`src/rtl/inst_assembler.sv`:
```
// RV32I instruction assembler: packs pre-split fields into 32-bit words, queues them
// in a small FIFO and streams them into the IMEM write port at an auto-incrementing address.
module inst_assembler #(
  parameter int IMEM_AW = 14,
  parameter int DEPTH   = 4
) (
  input  logic               clk,
  input  logic               rst,
  input  logic               in_valid,
  output logic               in_ready,
  input  logic [2:0]         in_fmt,
  input  logic [6:0]         opcode,
  input  logic [4:0]         rd,
  input  logic [2:0]         func3,
  input  logic [4:0]         rs1,
  input  logic [4:0]         rs2,
  input  logic [6:0]         func7,
  input  logic [31:0]        imm,
  input  logic               base_load,
  input  logic [IMEM_AW-1:0] base_addr,
  input  logic               imem_busy,
  output logic [IMEM_AW-1:0] imem_addr,
  output logic [31:0]        imem_din,
  output logic [3:0]         imem_we,
  output logic [IMEM_AW:0]   count,
  output logic               empty,
  output logic               err
);

  localparam int PW = $clog2(DEPTH);
  localparam int OW = PW + 1;
  localparam int CW = IMEM_AW + 1;

  localparam logic [2:0] FMT_R = 3'd0;
  localparam logic [2:0] FMT_I = 3'd1;
  localparam logic [2:0] FMT_S = 3'd2;
  localparam logic [2:0] FMT_B = 3'd3;
  localparam logic [2:0] FMT_U = 3'd4;
  localparam logic [2:0] FMT_J = 3'd5;

  logic [31:0]        mem_q [DEPTH];
  logic [PW-1:0]      rdPtr_q, rdPtr_d;
  logic [PW-1:0]      wrPtr_q, wrPtr_d;
  logic [OW-1:0]      occ_q, occ_d;
  logic [IMEM_AW-1:0] wptr_q, wptr_d;
  logic [IMEM_AW-1:0] lastAddr_q, lastAddr_d;
  logic [31:0]        lastDin_q, lastDin_d;
  logic [CW-1:0]      count_q, count_d;
  logic               err_q, err_d;

  logic [31:0] encWord;
  logic        fmtLegal;
  logic        full;
  logic        accept;
  logic        push;
  logic        pop;

  // Field packing; immediates are scattered exactly as the decoder expects to gather them.
  always_comb begin
    encWord  = 32'h0;
    fmtLegal = 1'b1;
    case (in_fmt)
      FMT_R: encWord = {func7, rs2, rs1, func3, rd, opcode};
      FMT_I: encWord = {imm[11:0], rs1, func3, rd, opcode};
      FMT_S: encWord = {imm[11:5], rs2, rs1, func3, imm[4:0], opcode};
      FMT_B: encWord = {imm[12], imm[10:5], rs2, rs1, func3, imm[4:1], imm[11], opcode};
      FMT_U: encWord = {imm[31:12], rd, opcode};
      FMT_J: encWord = {imm[20], imm[10:1], imm[11], imm[19:12], rd, opcode};
      default: fmtLegal = 1'b0;
    endcase
  end

  // A full FIFO refuses input even when popping: no same-cycle pass-through.
  assign full     = (occ_q == OW'(DEPTH));
  assign empty    = (occ_q == '0);
  assign in_ready = !rst && !full;
  assign accept   = in_valid && in_ready;
  assign push     = accept && fmtLegal;
  assign pop      = !rst && !empty && !imem_busy;

  assign imem_we   = pop ? 4'hF : 4'h0;
  assign imem_addr = pop ? wptr_q : lastAddr_q;
  assign imem_din  = pop ? mem_q[rdPtr_q] : lastDin_q;
  assign count     = count_q;
  assign err       = err_q;

  always_comb begin
    rdPtr_d    = rdPtr_q;
    wrPtr_d    = wrPtr_q;
    occ_d      = occ_q;
    wptr_d     = wptr_q;
    lastAddr_d = lastAddr_q;
    lastDin_d  = lastDin_q;
    count_d    = count_q;
    err_d      = err_q;

    if (push) begin
      wrPtr_d = wrPtr_q + PW'(1);
    end

    if (pop) begin
      rdPtr_d    = rdPtr_q + PW'(1);
      lastAddr_d = wptr_q;
      lastDin_d  = mem_q[rdPtr_q];
      if (count_q != '1) begin
        count_d = count_q + CW'(1);
      end
    end

    case ({push, pop})
      2'b10:   occ_d = occ_q + OW'(1);
      2'b01:   occ_d = occ_q - OW'(1);
      default: occ_d = occ_q;
    endcase

    // A reload wins over the post-write increment; the write itself used the old pointer.
    if (base_load) begin
      wptr_d = base_addr;
    end else if (pop) begin
      wptr_d = wptr_q + IMEM_AW'(1);
    end

    if (accept && !fmtLegal) begin
      err_d = 1'b1;
    end
  end

  always_ff @(posedge clk) begin
    if (rst) begin
      rdPtr_q    <= '0;
      wrPtr_q    <= '0;
      occ_q      <= '0;
      wptr_q     <= '0;
      lastAddr_q <= '0;
      lastDin_q  <= '0;
      count_q    <= '0;
      err_q      <= 1'b0;
    end else begin
      rdPtr_q    <= rdPtr_d;
      wrPtr_q    <= wrPtr_d;
      occ_q      <= occ_d;
      wptr_q     <= wptr_d;
      lastAddr_q <= lastAddr_d;
      lastDin_q  <= lastDin_d;
      count_q    <= count_d;
      err_q      <= err_d;
    end
  end

  // Storage needs no reset: occupancy alone decides which entries are live.
  always_ff @(posedge clk) begin
    if (push) begin
      mem_q[wrPtr_q] <= encWord;
    end
  end

endmodule

```
`config.mk`:
```
export PLATFORM = sky130hd
export DESIGN_NAME = inst_assembler
export DESIGN_NICKNAME = d
export VERILOG_FILES = /design/src/rtl/inst_assembler.sv
export SDC_FILE = /design/constraint.sdc
export NUM_CORES = 1
export LEC_CHECK = 0
export CAP_MARGIN = 30
export CORE_MARGIN = 2
export CORE_UTILIZATION = 27
export CTS_CLUSTER_DIAMETER = 120
export CTS_CLUSTER_SIZE = 20
export DETAILED_ROUTE_END_ITERATION = 6
export DONT_BUFFER_PORTS = 1
export PLACE_DENSITY_LB_ADDON = 0.08
export SLEW_MARGIN = 5
export SYNTH_ARGS = -nofsm -noshare
export SYNTH_HDL_FRONTEND = slang
export SYNTH_SLANG_ARGS = --single-unit
```
`constraint.sdc`:
```
create_clock -name clk -period 2.9 [get_ports clk]
set_clock_uncertainty 0.2 [all_clocks]
set_input_delay 0.29 -clock clk [delete_from_list [all_inputs] [get_ports clk]]
set_output_delay 0.29 -clock clk [all_outputs]
set_load 0.05 [all_outputs]
```
Word-level counts from Yosys, hierarchy flattened
Memories as Yosys holds them, arrays and structs flattened. A register that Yosys moved wholly into a read port is not among the register bits. Cells that the tools add are included.

$add $sub $neg: 6. Equality and inequality tests: 9. Multiplexer cells: 12. Reduce and logical (&&, ||, !) cells: 17.

Operators by type and width (count): 32-bit one-hot mux with 6 select lines (1); 14-bit 2-to-1 mux (3); 32-bit 2-to-1 mux (1); 15-bit by 1-bit adder with 15-bit output (second input constant) (1); 15-bit != test (second input constant) (1); 14-bit by 1-bit adder with 14-bit output (second input constant) (1); 3-bit == test (second input constant) (3); 3-bit by 2-bit == test with 1-bit output (second input constant) (2); 1-bit logical AND (6); 3-bit zero test (2); 3-bit one-hot mux with 2 select lines (1); 6-bit OR reduction (1); 1-bit zero test (5); 2-bit by 1-bit adder with 2-bit output (second input constant) (2); 2-bit 2-to-1 mux (2); 4-bit 2-to-1 mux (1); 2-bit nonzero test (2); 3-bit by 1-bit adder with 3-bit output (second input constant) (1); 3-bit by 1-bit == test with 1-bit output (second input constant) (1); 1-bit 2-to-1 mux (3); 3-bit by 1-bit subtractor with 3-bit output (second input constant) (1); 2-bit by 1-bit == test with 1-bit output (second input constant) (1); 2-bit == test (second input constant) (1); 2-bit AND reduction (1).

Flip-flop bits (word level): 83. RAM bits: 128. Input bits: 86. Output and inout port bits: 68. Word-level logic and storage cells: 53. Memories: 1.

Memory list: mem_q (depth 4, width 32, rd ports 1, clocked after memory_dff 1, wr ports 1, RTL line 41) `logic [31:0] mem_q [DEPTH];`.

Longest topological paths before layout
Word-level depth: 7. Mapped depth: 11. Gate-level depth less buffers: 9.

Worst setup path after synthesis
No wires, ideal clock.

Kind: input port to flip-flop. From: input port in_fmt[1]. To: memory mem_q[1][0], enable pin. Setup time: 0.392 ns. Data arrival time: 1.971 ns. Data required time: 2.308 ns. Setup slack: 0.337 ns. Stages: 4. Buffers on the path: 1. Cell sequence: clkbuf_1 and2_1 a2111oi_4 and2_1.

Word-level cells in the longest chain between the ends: 6. Elaborated cells on any way between the ends: 11. Those cells by class: eq/ne (5); mux (3); reduce/logical (3).

RTL lines: from (decl) (RTL line 11) `input logic [2:0] in_fmt,`; 3-bit == test (tied with other cells) (RTL line 62) `case (in_fmt)`; 6-bit OR reduction (no line) (*); 1-bit 2-to-1 mux (*) (RTL line 62); 1-bit logical AND (*) (RTL line 78) `assign push = accept && fmtLegal;`; 1-bit 2-to-1 mux (*) (RTL line 152) `if (push) begin`; 1-bit 2-to-1 mux (not written as such) (*) (RTL line 153) `mem_q[wrPtr_q] <= encWord;`; to (decl) (RTL line 41).

Mark *: on every way between the ends. The rest lies on a longest branch, timed or not.

Final worst setup path
From: register occ_q[2]. To: output port imem_din[31].

Word-level cells in the longest chain between the ends: 5.

RTL lines: from (decl) (RTL line 44) `logic [OW-1:0] occ_q, occ_d;`; from (signal assigned) (RTL line 132) `occ_q <= '0;`; from (signal assigned) (RTL line 141) `occ_q <= occ_d;`; 3-bit zero test (RTL line 75) `assign empty = (occ_q == '0);`; 1-bit zero test (RTL line 79) `assign pop = !rst && !empty && !imem_busy;`; 1-bit logical AND (2 in series) (RTL line 79); 32-bit 2-to-1 mux; to (decl) (RTL line 23) `output logic [31:0] imem_din,`.

No other way between the ends.

==> metrics.cfg <==
[setup_path]
path_depth = 6
start_kind = flop
slowest_delay_ns = 0.43
endpoint_kind = output pin
path_delay_family = buffers and inverters
path_cells = or3_1, nand2_4, inv_4, buf_8, mux2_2, buf_12
cp_max_fo = 25
r2r_cells = 9
cp.buffers_inverters = 3
critPathKind = flop to output pin
crit_required_ns = 2.41
arrival_ns = 2.31
slowest_stage = dfxtp_1

[final_layout]
area_growth_pct = 18.83
multi_input_area_um2 = 3289
postLayoutCellArea_um2 = 10850
num-fill-cells = 3291
drive_gt1_share_pct = 19.18
layout.nets = 822
seqCellArea_um2 = 5548

[yosys]
synth_mux_area_share_pct = 16.00
synth_common_cells = 128 x edfxtp_1, 85 x dfxtp_1, 58 x and2_1, 34 x nor2_1, 32 x mux4_2
synth_edf_count = 128
synth-simple-area-share_pct = 10.72
synth-main-ff-cell = edfxtp_1
synth.area.top_cells = edfxtp_1 42%, dfxtp_1 19%, mux4_2 7.9%
yosys.area.top_type = edfxtp_1
synth_top_family_by_area = multiplexers
synth-compound-area-share_pct = 7.016
ys.warnings.count = 0
synthAdderAreaFrac_pct = 1.178
synth_area_per_cell_um2 = 13.84
async_flop_share_pct = 0
syn-instance-count = 660
synth-xor-area-share_pct = 1.055
seq_area_frac_synth_pct = 60.73
ys_types = 50
synth_top_area_share_pct = 42.09
synth_fp_nets = 754
synth.most_common_cell = edfxtp_1
synth-seq-cells = 213
synth.cell_area_um2 = 9131

[routing]
first_pass_iters = 4
drc = 0
viasPerCell = 4.663
num_vias = 5521
routed_wl_um = 22450
drt_iter0_markers = 358
drt-wirelength-per-cell_um = 18.96
final_antenna_net_count = 0

[power_and_ir_drop]
ir_drop_uv = 330.9
cellLeakagePower_nw = 3.685
p_per_area_nw_per_um2 = 565.6

[floorplanning]
core_um2 = 33450
die_h_um = 187.9
initial_core_util_pct = 27.30
ios = 154
die_area_um2 = 35310
rows = 67
die_w_um = 187.9

[sta]
worstMarginPinSlew_ns = 0.8823
final.setup.tns_ns = 0
rsz0062_at_grt = no
fin_crit_sh_pct = 96.42
drv_slew = 0
slew_headroom_pct = 40.96
finalHoldViolations = 0
setup_violations = 0
fmax_ghz = 0.3576
min_period_ns = 2.796
hold_ws_ns = 0.006589

[cts]
cts_tree = built
clk_latency_ns = 0.48
post-cts-setup-buffer-count = 0
clockBufferDepth = 3
cts.sinks = 213
clockRootBuffer = clkbuf_16
clk_pin_slew_ns = 0.09
cts_buffers = 14
cts_max_level = 1

[global_route]
grt_pass1_wl_um = 34690
grt_pass1_vias = 5639
grt_use_met2_pct = 21.08
grt_use_met3_pct = 2.938
grt_util_met1_pct = 17.14
grt.overflow.total = 0
grt_util_all_layers_pct = 12.79
grt_start_max_net_pins = 38
grt-busiest-layer = met2
antenna_found_initial = 0

[worst_hold_path]
hold_depth = 1
hold_path_class = input pin to flop

[job]
maxCapViolCount = 0

[outcome]
status = completed

[placement]
port_buffers = 0
gp_congestion = 0.7472
hpwl_um = 14290
placed_area_um2 = 9772

## worst reg2reg max path, cell delays in order (launching register included)
cell     delay, ns
dfxtp_1       0.43
or3_1         0.20
nand2_4       0.07
inv_4         0.19
ha_1          0.24
inv_1         0.07
fa_1          0.39
xor2_1        0.17
or3_1         0.31
a21oi_1       0.16
## report_power, final
part | leakage [nW] | switching (mW) | internal, mW | total [mW]
logic | 1.62 | 0.485 | 0.314 | 0.799
clock network | 0.204 | 1.01 | 0.987 | 2.00
registers | 1.86 | 0.0407 | 3.30 | 3.34
## cells by family (layout without fill, tap and decap cells)
kind of cell,count (synthesis),in the layout
xor+xnor,11,11
other cells,0,1
compound gates,97,97
buf+inv,63,138
flops,213,213
fa+ha+maj,8,8
mux,90,90
simple gates,178,178
## area by class of cell
type / count / area share [%]
Clock buffer: 22 / 3.794
Tap cell: 448 / 5.166
Sequential cell: 213 / 51.13
Inverter: 23 / 0.8187
Multi-Input combinational cell: 384 / 30.32
Timing Repair Buffer: 92 / 8.695
Clock inverter: 1 / 0.05766
Antenna cell: 1 / 0.02306
## cell usage in the layout, fill, tap and decap left out, types with 8 or more instances in the layout
master         count
mux4_2            32
mux2i_1            8
nand3_1           10
mux2_2            24
nand4_1            9
nand2_1           31
dfxtp_1           83
clkbuf_16         15
edfxtp_1         128
dlygate4sd3_1     63
or3_1             11
buf_4             21
mux2_4            26
nor2_1            34
inv_1             20
and2_1            54
a21oi_1           23
o21ai_0           30
## sequential cells by signal, summed over array words and instances, names as in the netlist, named ones only
signal / cells
occ_q: 3
rdPtr_q: 2
wptr_q: 14
wrPtr_q: 2
lastAddr_q: 14
lastDin_q: 32
err: 1
count: 15
mem_q: 128
## path summary, 6_finish.rpt
kind | start | to | slack, ns
setup / recovery | occ_q[2] | imem_din[31] | 0.10
hold / removal | in_fmt[1] | mem_q[0][26] | 0.007
setup reg to reg | occ_q[2] | occ_q[2] | 0.42
hold reg to reg | count[8] | count[8] | 0.32
## per-layer routing
layer / up-vias / wire (um)
li1: 2604 / -
met1: 2752 / 10140
met2: 142 / 10570
met3: 23 / 1379
met4: 0 / 354
met5: - / 0
## timing repair
item | 4_1_cts | 5_1_grt
hold buffers | 64 | 0
endpoints found under the setup margin | 1 | 1
hold endpoints to repair | 146 | 0
gates resized for setup | 1 | 2
## stage by stage
| step | worst slack (ns) | power (mW) | std cells | utilization [%] |
|---|---|---|---|---|
| 6_report | 0.1037 | 6.137 | 1184 | 32.44 |
| 5_1_grt | 0.0003701 | 6.423 | 1183 | 32.43 |
| 4_1_cts | 0.008096 | 6.248 | 1183 | 32.42 |
| 3_5_place_dp | 0.4039 | 4.131 | 1096 | 29.21 |
| 3_3_place_gp | 0.4259 | 4.118 | 1096 | 29.21 |
| 2_1_floorplan | 0.3371 | 3.988 | 660 | - |
No activity file was read; power rests on OpenSTA's default activity.
